### config.mk
export PLATFORM = sky130hd
export DESIGN_NAME = seg7_scanner
export DESIGN_NICKNAME = d
export VERILOG_FILES = /design/src/rtl/seg7_pkg.sv /design/src/rtl/seg7_hexdec.sv /design/src/rtl/seg7_scanner.sv
export SDC_FILE = /design/constraint.sdc
export NUM_CORES = 1
export LEC_CHECK = 0
export ABC_AREA = 1
export CORE_ASPECT_RATIO = 0.7
export CORE_MARGIN = 3
export CORE_UTILIZATION = 45
export CTS_BUF_LIST = sky130_fd_sc_hd__clkbuf_8
export DETAILED_ROUTE_END_ITERATION = 10
export GPL_ROUTABILITY_DRIVEN = 1
export PLACE_DENSITY = 0.76
export REMOVE_ABC_BUFFERS = 1
export SLEW_MARGIN = 20
export SYNTH_ARGS = -nofsm -noshare
export SYNTH_HDL_FRONTEND = slang
export SYNTH_SLANG_ARGS = --single-unit
### constraint.sdc
create_clock -name clk50 -period 1.7 [get_ports clk50]
set_clock_uncertainty 0.05 [all_clocks]
set_input_delay 0.425 -clock clk50 [delete_from_list [all_inputs] [get_ports clk50]]
set_output_delay 0.425 -clock clk50 [all_outputs]
set_load 0.1 [all_outputs]
### src/rtl/seg7_pkg.sv
// Shared constants for the seven-segment scanner: segment bit positions
// and the hex-to-segment table (active-high, bit order {g,f,e,d,c,b,a}).
package seg7_pkg;

  localparam int SEG_A = 0;
  localparam int SEG_B = 1;
  localparam int SEG_C = 2;
  localparam int SEG_D = 3;
  localparam int SEG_E = 4;
  localparam int SEG_F = 5;
  localparam int SEG_G = 6;

  localparam logic [6:0] HEX_SEG [0:15] = '{
    7'b0111111, 7'b0000110, 7'b1011011, 7'b1001111,
    7'b1100110, 7'b1101101, 7'b1111101, 7'b0000111,
    7'b1111111, 7'b1101111, 7'b1110111, 7'b1111100,
    7'b0111001, 7'b1011110, 7'b1111001, 7'b1110001
  };

endpackage

### src/rtl/seg7_hexdec.sv
// Combinational nibble decoder producing the active-high {g..a} pattern.
module seg7_hexdec
  import seg7_pkg::*;
(
  input  logic [3:0] nibble,
  output logic [6:0] segs
);

  logic [6:0] pat_s;

  // Table lookup, repacked through the named bit positions
  always_comb begin
    pat_s = HEX_SEG[nibble];
    segs  = {pat_s[SEG_G], pat_s[SEG_F], pat_s[SEG_E], pat_s[SEG_D],
             pat_s[SEG_C], pat_s[SEG_B], pat_s[SEG_A]};
  end

endmodule

### src/rtl/seg7_scanner.sv
// Multiplexed seven-segment driver: shadowed digit data, prescaled digit
// scan, PWM brightness and registered, polarity-selectable outputs.
module seg7_scanner
  import seg7_pkg::*;
#(
  parameter int NDIGITS    = 4,
  parameter int PRESC_W    = 10,
  parameter int ACTIVE_LOW = 1
) (
  input  logic                   clk50,
  input  logic                   reset,
  input  logic [4*NDIGITS-1:0]   value,
  input  logic [NDIGITS-1:0]     dp,
  input  logic [NDIGITS-1:0]     blank,
  input  logic                   load,
  input  logic [2:0]             bright,
  output logic [NDIGITS-1:0]     an,
  output logic [6:0]             seg,
  output logic                   dpo,
  output logic                   scan_tick
);

  localparam int                 IW         = (NDIGITS > 1) ? $clog2(NDIGITS) : 1;
  localparam logic [IW-1:0]      IDX_LAST   = IW'(NDIGITS - 1);
  localparam logic [IW-1:0]      IDX_ONE    = IW'(1);
  localparam logic [PRESC_W-1:0] PRESC_MAX  = {PRESC_W{1'b1}};
  localparam logic [PRESC_W-1:0] PRESC_ZERO = {PRESC_W{1'b0}};
  localparam logic [PRESC_W-1:0] PRESC_ONE  = PRESC_W'(1);
  localparam logic               POL        = (ACTIVE_LOW != 0);

  logic [PRESC_W-1:0]   presc_r;
  logic [IW-1:0]        idx_r;
  logic [4*NDIGITS-1:0] val_r;
  logic [NDIGITS-1:0]   dp_r;
  logic [NDIGITS-1:0]   blank_r;
  logic                 tick_r;
  logic [NDIGITS-1:0]   an_r;
  logic [6:0]           seg_r;
  logic                 dpo_r;

  logic                 wrap_s;
  logic [3:0]           nib_s;
  logic                 dp_sel_s;
  logic                 blank_sel_s;
  logic                 lit_s;
  logic [6:0]           seg_dec_s;
  logic [NDIGITS-1:0]   an_hi_s;
  logic [6:0]           seg_hi_s;
  logic                 dpo_hi_s;

  seg7_hexdec u_hexdec (
    .nibble (nib_s),
    .segs   (seg_dec_s)
  );

  // Select the current digit's shadow data and decide whether it is lit
  always_comb begin
    wrap_s      = (presc_r == PRESC_MAX);
    nib_s       = val_r[{idx_r, 2'b00} +: 4];
    dp_sel_s    = dp_r[idx_r];
    blank_sel_s = blank_r[idx_r];
    // Prescaler 0 is always dark so the digit switch never overlaps segment data
    if (!blank_sel_s && (presc_r != PRESC_ZERO) && (presc_r[PRESC_W-1 -: 3] <= bright)) begin
      lit_s = 1'b1;
    end else begin
      lit_s = 1'b0;
    end
    for (int k = 0; k < NDIGITS; k++) begin
      an_hi_s[k] = lit_s && (idx_r == k[IW-1:0]);
    end
    seg_hi_s = lit_s ? seg_dec_s : 7'b0000000;
    dpo_hi_s = lit_s & dp_sel_s;
  end

  // Prescaler, digit index and scan tick
  always_ff @(posedge clk50) begin
    if (reset) begin
      presc_r <= PRESC_ZERO;
      idx_r   <= {IW{1'b0}};
      tick_r  <= 1'b0;
    end else begin
      presc_r <= presc_r + PRESC_ONE;
      tick_r  <= wrap_s;
      if (wrap_s) begin
        idx_r <= (idx_r == IDX_LAST) ? {IW{1'b0}} : idx_r + IDX_ONE;
      end else begin
        idx_r <= idx_r;
      end
    end
  end

  // Shadow registers: the display only ever reads these
  always_ff @(posedge clk50) begin
    if (reset) begin
      val_r   <= {(4*NDIGITS){1'b0}};
      dp_r    <= {NDIGITS{1'b0}};
      blank_r <= {NDIGITS{1'b1}};
    end else if (load) begin
      val_r   <= value;
      dp_r    <= dp;
      blank_r <= blank;
    end else begin
      val_r   <= val_r;
      dp_r    <= dp_r;
      blank_r <= blank_r;
    end
  end

  // Output registers with polarity applied
  always_ff @(posedge clk50) begin
    if (reset) begin
      an_r  <= {NDIGITS{POL}};
      seg_r <= {7{POL}};
      dpo_r <= POL;
    end else begin
      an_r  <= an_hi_s ^ {NDIGITS{POL}};
      seg_r <= seg_hi_s ^ {7{POL}};
      dpo_r <= dpo_hi_s ^ POL;
    end
  end

  assign an        = an_r;
  assign seg       = seg_r;
  assign dpo       = dpo_r;
  assign scan_tick = tick_r;

endmodule

Word level (Yosys, flattened, before mapping)

Memory sizes are Yosys's and may differ from the RTL's.
Cells that the tools add are included.

Flip-flop bits (word level): 49
Memory bits (read-only): 112
Input port bits: 30
Output and inout bits: 13
Logic and storage cells: 43
Memories kept: 1

$add $sub $neg: 2
Order comparisons: 3
Equality and inequality tests: 4
Shift-type cells: 1
Multiplexer cells: 9
Bitwise operators: 5
Reduce and logical (&&, ||, !) cells: 9

Memories:

| name            | depth | bits a word | read ports | clocked after Yosys merged registers in | write ports | line              | RTL |
|---|---|---|---|---|---|---|---|
| (no name shown) | 16    | 7           | 1          | 0                                       | 0           | seg7_hexdec.sv:13 | `pat_s = HEX_SEG[nibble];` |

Operators with widths:

| operator                                                                     | count |
|---|---|
| 7-bit 2-to-1 mux                                                             | 3 |
| 16-bit by 5-bit indexed part select with 4-bit output                        | 1 |
| 10-bit by 1-bit adder with 10-bit output, second input constant              | 1 |
| 10-bit equality test, second input constant                                  | 1 |
| 10-bit nonzero test                                                          | 1 |
| 7-bit NOT                                                                    | 1 |
| 1-bit logical AND                                                            | 6 |
| 5-bit >= comparator, second input constant                                   | 1 |
| 4-bit NOT with 5-bit output                                                  | 1 |
| 1-bit binary-select mux with 2-bit select                                    | 2 |
| 2-bit equality test, second input constant                                   | 2 |
| 4-bit NOT                                                                    | 1 |
| 3-bit <= comparator                                                          | 1 |
| 2-bit by 3-bit less-than comparator with 1-bit output, second input constant | 1 |
| 1-bit 2-to-1 mux                                                             | 3 |
| 2-bit by 1-bit adder with 2-bit output, second input constant                | 1 |
| 2-bit by 1-bit equality test with 1-bit output, second input constant        | 1 |
| 2-bit zero test                                                              | 1 |
| 2-bit 2-to-1 mux                                                             | 1 |
| 1-bit bitwise AND                                                            | 1 |
| 1-bit zero test                                                              | 1 |
| 1-bit NOT                                                                    | 1 |

Depth between registers and ports, before layout

Depth after elaboration: 8
Gate-level depth with buffers: 12
Depth with buffers taken out: 11

Hierarchy

A second synthesis with hierarchy kept.

Cells, all modules: 342
Area, all modules: 2,366.0 um2

Modules (own cells, without submodules):

| module       | instances | cells an instance | area an instance (um2) | sequential area each (um2) |
|---|---|---|---|---|
| seg7_scanner | 1         | 290               | 2,095.8                | 980.9 |
| seg7_hexdec  | 1         | 52                | 270.3                  | 0.0 |

Least setup slack after synthesis

No wires, ideal clock.

Kind: reg2reg
Start point: reg idx_r[0]
End point: reg seg_r[6], in the netlist seg[6]
Library setup time: 0.122 ns
Arrival time: 1.435 ns
Required time: 1.528 ns
Setup slack: 0.094 ns
Stages on the path, launching flop included: 12
Path buffers: 1
Clock period less this slack: 1.606 ns
Cells stage by stage: dfxtp_1 > inv_2 > buf_6 > nand2_1 > nand3_1 > nand2_2 > inv_1 > ha_1 > nand3_1 > nand2_1 > nand2_1 > nand3_1

Cells in the longest elaborated chain, start to end: 8

RTL lines:

| element                                                                   | line                | RTL |
|---|---|---|
| start: declaration                                                        | seg7_scanner.sv:32  | `logic [IW-1:0] idx_r;` |
| start signal: assignment                                                  | seg7_scanner.sv:79  | `idx_r <= {IW{1'b0}};` |
| start signal: assignment                                                  | seg7_scanner.sv:85  | `idx_r <= (idx_r == IDX_LAST) ? {IW{1'b0}} : idx_r + IDX_ONE;` |
| start signal: assignment                                                  | seg7_scanner.sv:87  | `idx_r <= idx_r;` |
| parallel branches: the longest is 6 deep, another holds memory 16 x 7 bit | --                  |  |
| 7-bit 2-to-1 mux (*)                                                      | seg7_scanner.sv:71  | `seg_hi_s = lit_s ? seg_dec_s : 7'b0000000;` |
| 7-bit NOT (no source line) (*)                                            | --                  |  |
| end signal: assignment                                                    | seg7_scanner.sv:113 | `seg_r <= {7{POL}};` |
| end signal: assignment                                                    | seg7_scanner.sv:117 | `seg_r <= seg_hi_s ^ {7{POL}};` |
| end: declaration                                                          | seg7_scanner.sv:38  | `logic [6:0] seg_r;` |

Every way passes the cells marked *. The select of a mux whose other input is x is not followed.
A chain may end at the register's enable or synchronous reset.

Worst setup path after layout

Start point: in bright[1]
End point: reg seg_r[4], in the netlist seg[4]

Cells in the longest elaborated chain, start to end: 5

RTL lines:

| element                    | line               | RTL |
|---|---|---|
| start: declaration         | seg7_scanner.sv:16 | `input logic [2:0] bright,` |
| 3-bit <= comparator        | seg7_scanner.sv:63 | `if (!blank_sel_s && (presc_r != PRESC_ZERO) && (presc_r[PRESC_W-1 -: 3] <= bright)) begin` |
| 1-bit logical AND          | seg7_scanner.sv:63 |  |
| 1-bit 2-to-1 mux           | seg7_scanner.sv:63 |  |
| 7-bit 2-to-1 mux           | seg7_scanner.sv:71 |  |
| 7-bit NOT (no source line) | --                 |  |

No other way between the ends.

==> results.tsv <==
metric	value	unit
clk_lat worst skew	310	ps
drt wl/cell	12.5	um
Post-synth top flop	dfxtp_1	
Core ar.	4890	sq um
area of the multi-input gates	1220	sq um
pwr dens	776	nW/um^2
worst path arrival time	1800	ps
minimum clock period	1650	ps
Crit-path slowest cell	clkdlybuf4s50_1	
Clk Tree Root Cell	clkbuf_8	
first-pass GRT wire length	9.56	mm
Post-synth EDFFs	0	
DRC	0	
sequential cell area	985	sq um
CTS tree	built	
CP top delay family	buffers and inverters	
Die Y-Extent	66.1	um
worst slew pin tran	332	ps
Synth cell types	25	
Hold Crit Class	reg -> reg	
Max Fclk	607	MHz
DIE AREA	6070	sq um
# nets final	419	
synthesized flop and latch total	49	
Starting DRT DRC Count	103	
largest net degree at the start of global routing	22	
DRT Pass-1 Iters	4	
switching part of the total	25.4	%
Switch Pwr	0.629	mW
Crit. End Element	flip-flop	
initial antenna violation count	0	
CP max stage delay	450	ps
top cell type by total area after synthesis	dfxtp_1	
top post-synthesis cells by area	dfxtp_1 42%, nand2_1 12%, nor2_1 8.9%	
# rows	21	
Sequential Power Share	49.6	%
Initial Util	47.5	%
WL final	5.57	mm
hpwl dp	3.99	mm
Final WS setup	52.9	ps
Lkg Pwr	1.44	nW
port bufs	42	
CTS Buf Count	5	
fraction of registers with async set/reset	0	%
Logic pwr share	15.5	%
FILL cells	415	
Final Instance Count excl. Fillers	444	
critical path class	in -> reg	
post-synth top area share	42.3	%
cell area after synthesis	2320	sq um
Placed Cells	431	
Die Wd	91.8	um
Final setup viols	0	
period utilisation layout	96.9	%
Max-slew headroom	77.9	%
register area share after synthesis	42.3	%
Max-cap violations	0	
Clock Tree Buf Depth	2	
ratio of cells with drive above 1 in the final layout	14.9	%
Cells after Synth	322	
design area	3200	sq um
total clock sinks	49	
H-tree Lvls	2	
Ports	43	
WP data required	1850	ps
RSZ-0062 raised after global routing	yes	
pre-CTS setup slack	-470	ps
CP bufs+invs	3	
Setup crit start kind	primary input	
Setup TNS	0	ps
outcome	finished, final reports clean	
worst-path fanout max	6	
placed cell area	2960	sq um
post-route antenna net violation count	0	
GRT Util Overall	19.8	%
vias in the first global route	2193	
P_int	1.85	mW
Antenna Diode Count	0	
clk slew on worst S/H paths	90	ps
DR vias/cell	4.93	
Critical Path, Cell by Cell	clkdlybuf4s50_1, inv_1, ha_4, nand3_1, nand2_2, nand2_2, nor2_4, clkbuf_16, nand3_1	
Fin. Hold Viols	0	
area grow syn2layout	37.8	%
Avg Cell Area, Syn	7.20	sq um
# hold bufs at CTS	0	
GP Congestion	0.833	
final slew viol count	0	
clock power share	34.9	%
total gr overflow	0	
Synth warnings	0	
routed vias	2188	
Tot Pwr	2.48	mW
Max VDD drop	0.000537	V
-- cell usage after synthesis (2+ instances only) --
master / number
dfxtp_1: 49
nand2_2: 5
nand2_1: 76
clkbuf_1: 7
a21oi_1: 11
inv_1: 22
ha_1: 15
nand3_1: 36
nand3b_1: 3
nor2_1: 55
nand3_2: 2
o21ai_0: 27
buf_6: 2
-- worst register-to-register path: stages, from the launching register on --
cell	delay [ps]
dfxtp_1	510
ha_4	260
nand3b_1	70
nand2_1	60
nand2_2	70
nand2_2	60
nor2_4	140
clkbuf_16	170
nand3_1	70
-- sequential cells by signal, indices dropped and copies added, names as in the netlist --
register	cells
seg	7
dpo	1
val_r	16
blank_r	4
dp_r	4
scan_tick	1
idx_r	2
an	4
presc_r	10
-- through the flow --
| step | hold slack [ps] | util [%] |
|---|---|---|
| finish | 411 | 65.4 |
| global route | 462 | 65.4 |
| CTS | 414 | 63.8 |
| detailed placement | 393 | 60.6 |
| global placement | 390 | 60.6 |
| floorplan | 379 | - |
-- cell families after synthesis --
kind of cell,share of synthesized area (%)
fa+ha+maj,8.09
buf+inv,6.80
flops,42.3
simple gates,33.5
compound gates,8.90
xor+xnor,0.378
-- power groups by stage --
stage          combinational [mW]  sequential (mW)  clock (mW)
6_report                    0.385             1.23       0.866
5_1_grt                     0.430             1.23       0.942
4_1_cts                     0.378             1.23       0.888
3_5_place_dp                0.367             1.26           0
3_3_place_gp                0.359             1.26           0
2_1_floorplan               0.159             1.30           0
-- worst paths after layout --
path	start	end	slack, ps	cells past startpoint
setup / recovery	bright[1]	seg[4]	50	9
hold / removal	blank_r[0]	blank_r[0]	410	2
setup reg to reg	presc_r[8]	seg[4]	140	8
hold reg to reg	blank_r[0]	blank_r[0]	410	2
-- cells in the final DEF (no fill, tap or decap), drive strengths merged --
cell type | Yosys | layout
nor2 | 56 | 56
inv | 24 | 24
nand2 | 81 | 81
clkinvlp | 0 | 1
a21oi | 11 | 11
nand3 | 38 | 38
xnor2 | 1 | 1
dfxtp | 49 | 49
nand3b | 3 | 3
o21a | 1 | 1
buf | 4 | 26
clkbuf | 7 | 7
nor3 | 2 | 2
dlymetal6s2s | 0 | 1
bufinv | 0 | 1
clkinv | 1 | 1
clkdlybuf4s50 | 0 | 28
nand4 | 1 | 1
o21ai | 28 | 28
ha | 15 | 15
-- repair_timing --
| item | CTS | global route |
|---|---|---|
| gates cloned | 0 | 1 |
| pin swaps | 1 | 6 |
| setup endpoints to repair | 12 | 12 |
| buffers inserted | 1 | 3 |
| gates resized for setup | 2 | 9 |
-- cell type report --
class	instances	area share [%]
timing repair buffer	56	21.5
clock inverter	2	1.17
tap	69	2.70
multi-input combinational	237	38.2
sequential	49	30.8
clock buffer	6	2.58
inverter	25	3.01
-- per-layer routing --
layer	share of wire, %	vias to the layer above	GRT usage [%]	wire length (um)
li1	-	1132	-	-
met1	46	989	24.8	2570
met2	46	63	33.7	2570
met3	6.9	4	4.55	384
met4	0.75	0	7.04	42
met5	0	-	0	0
(Power assumes the default switching activity.)
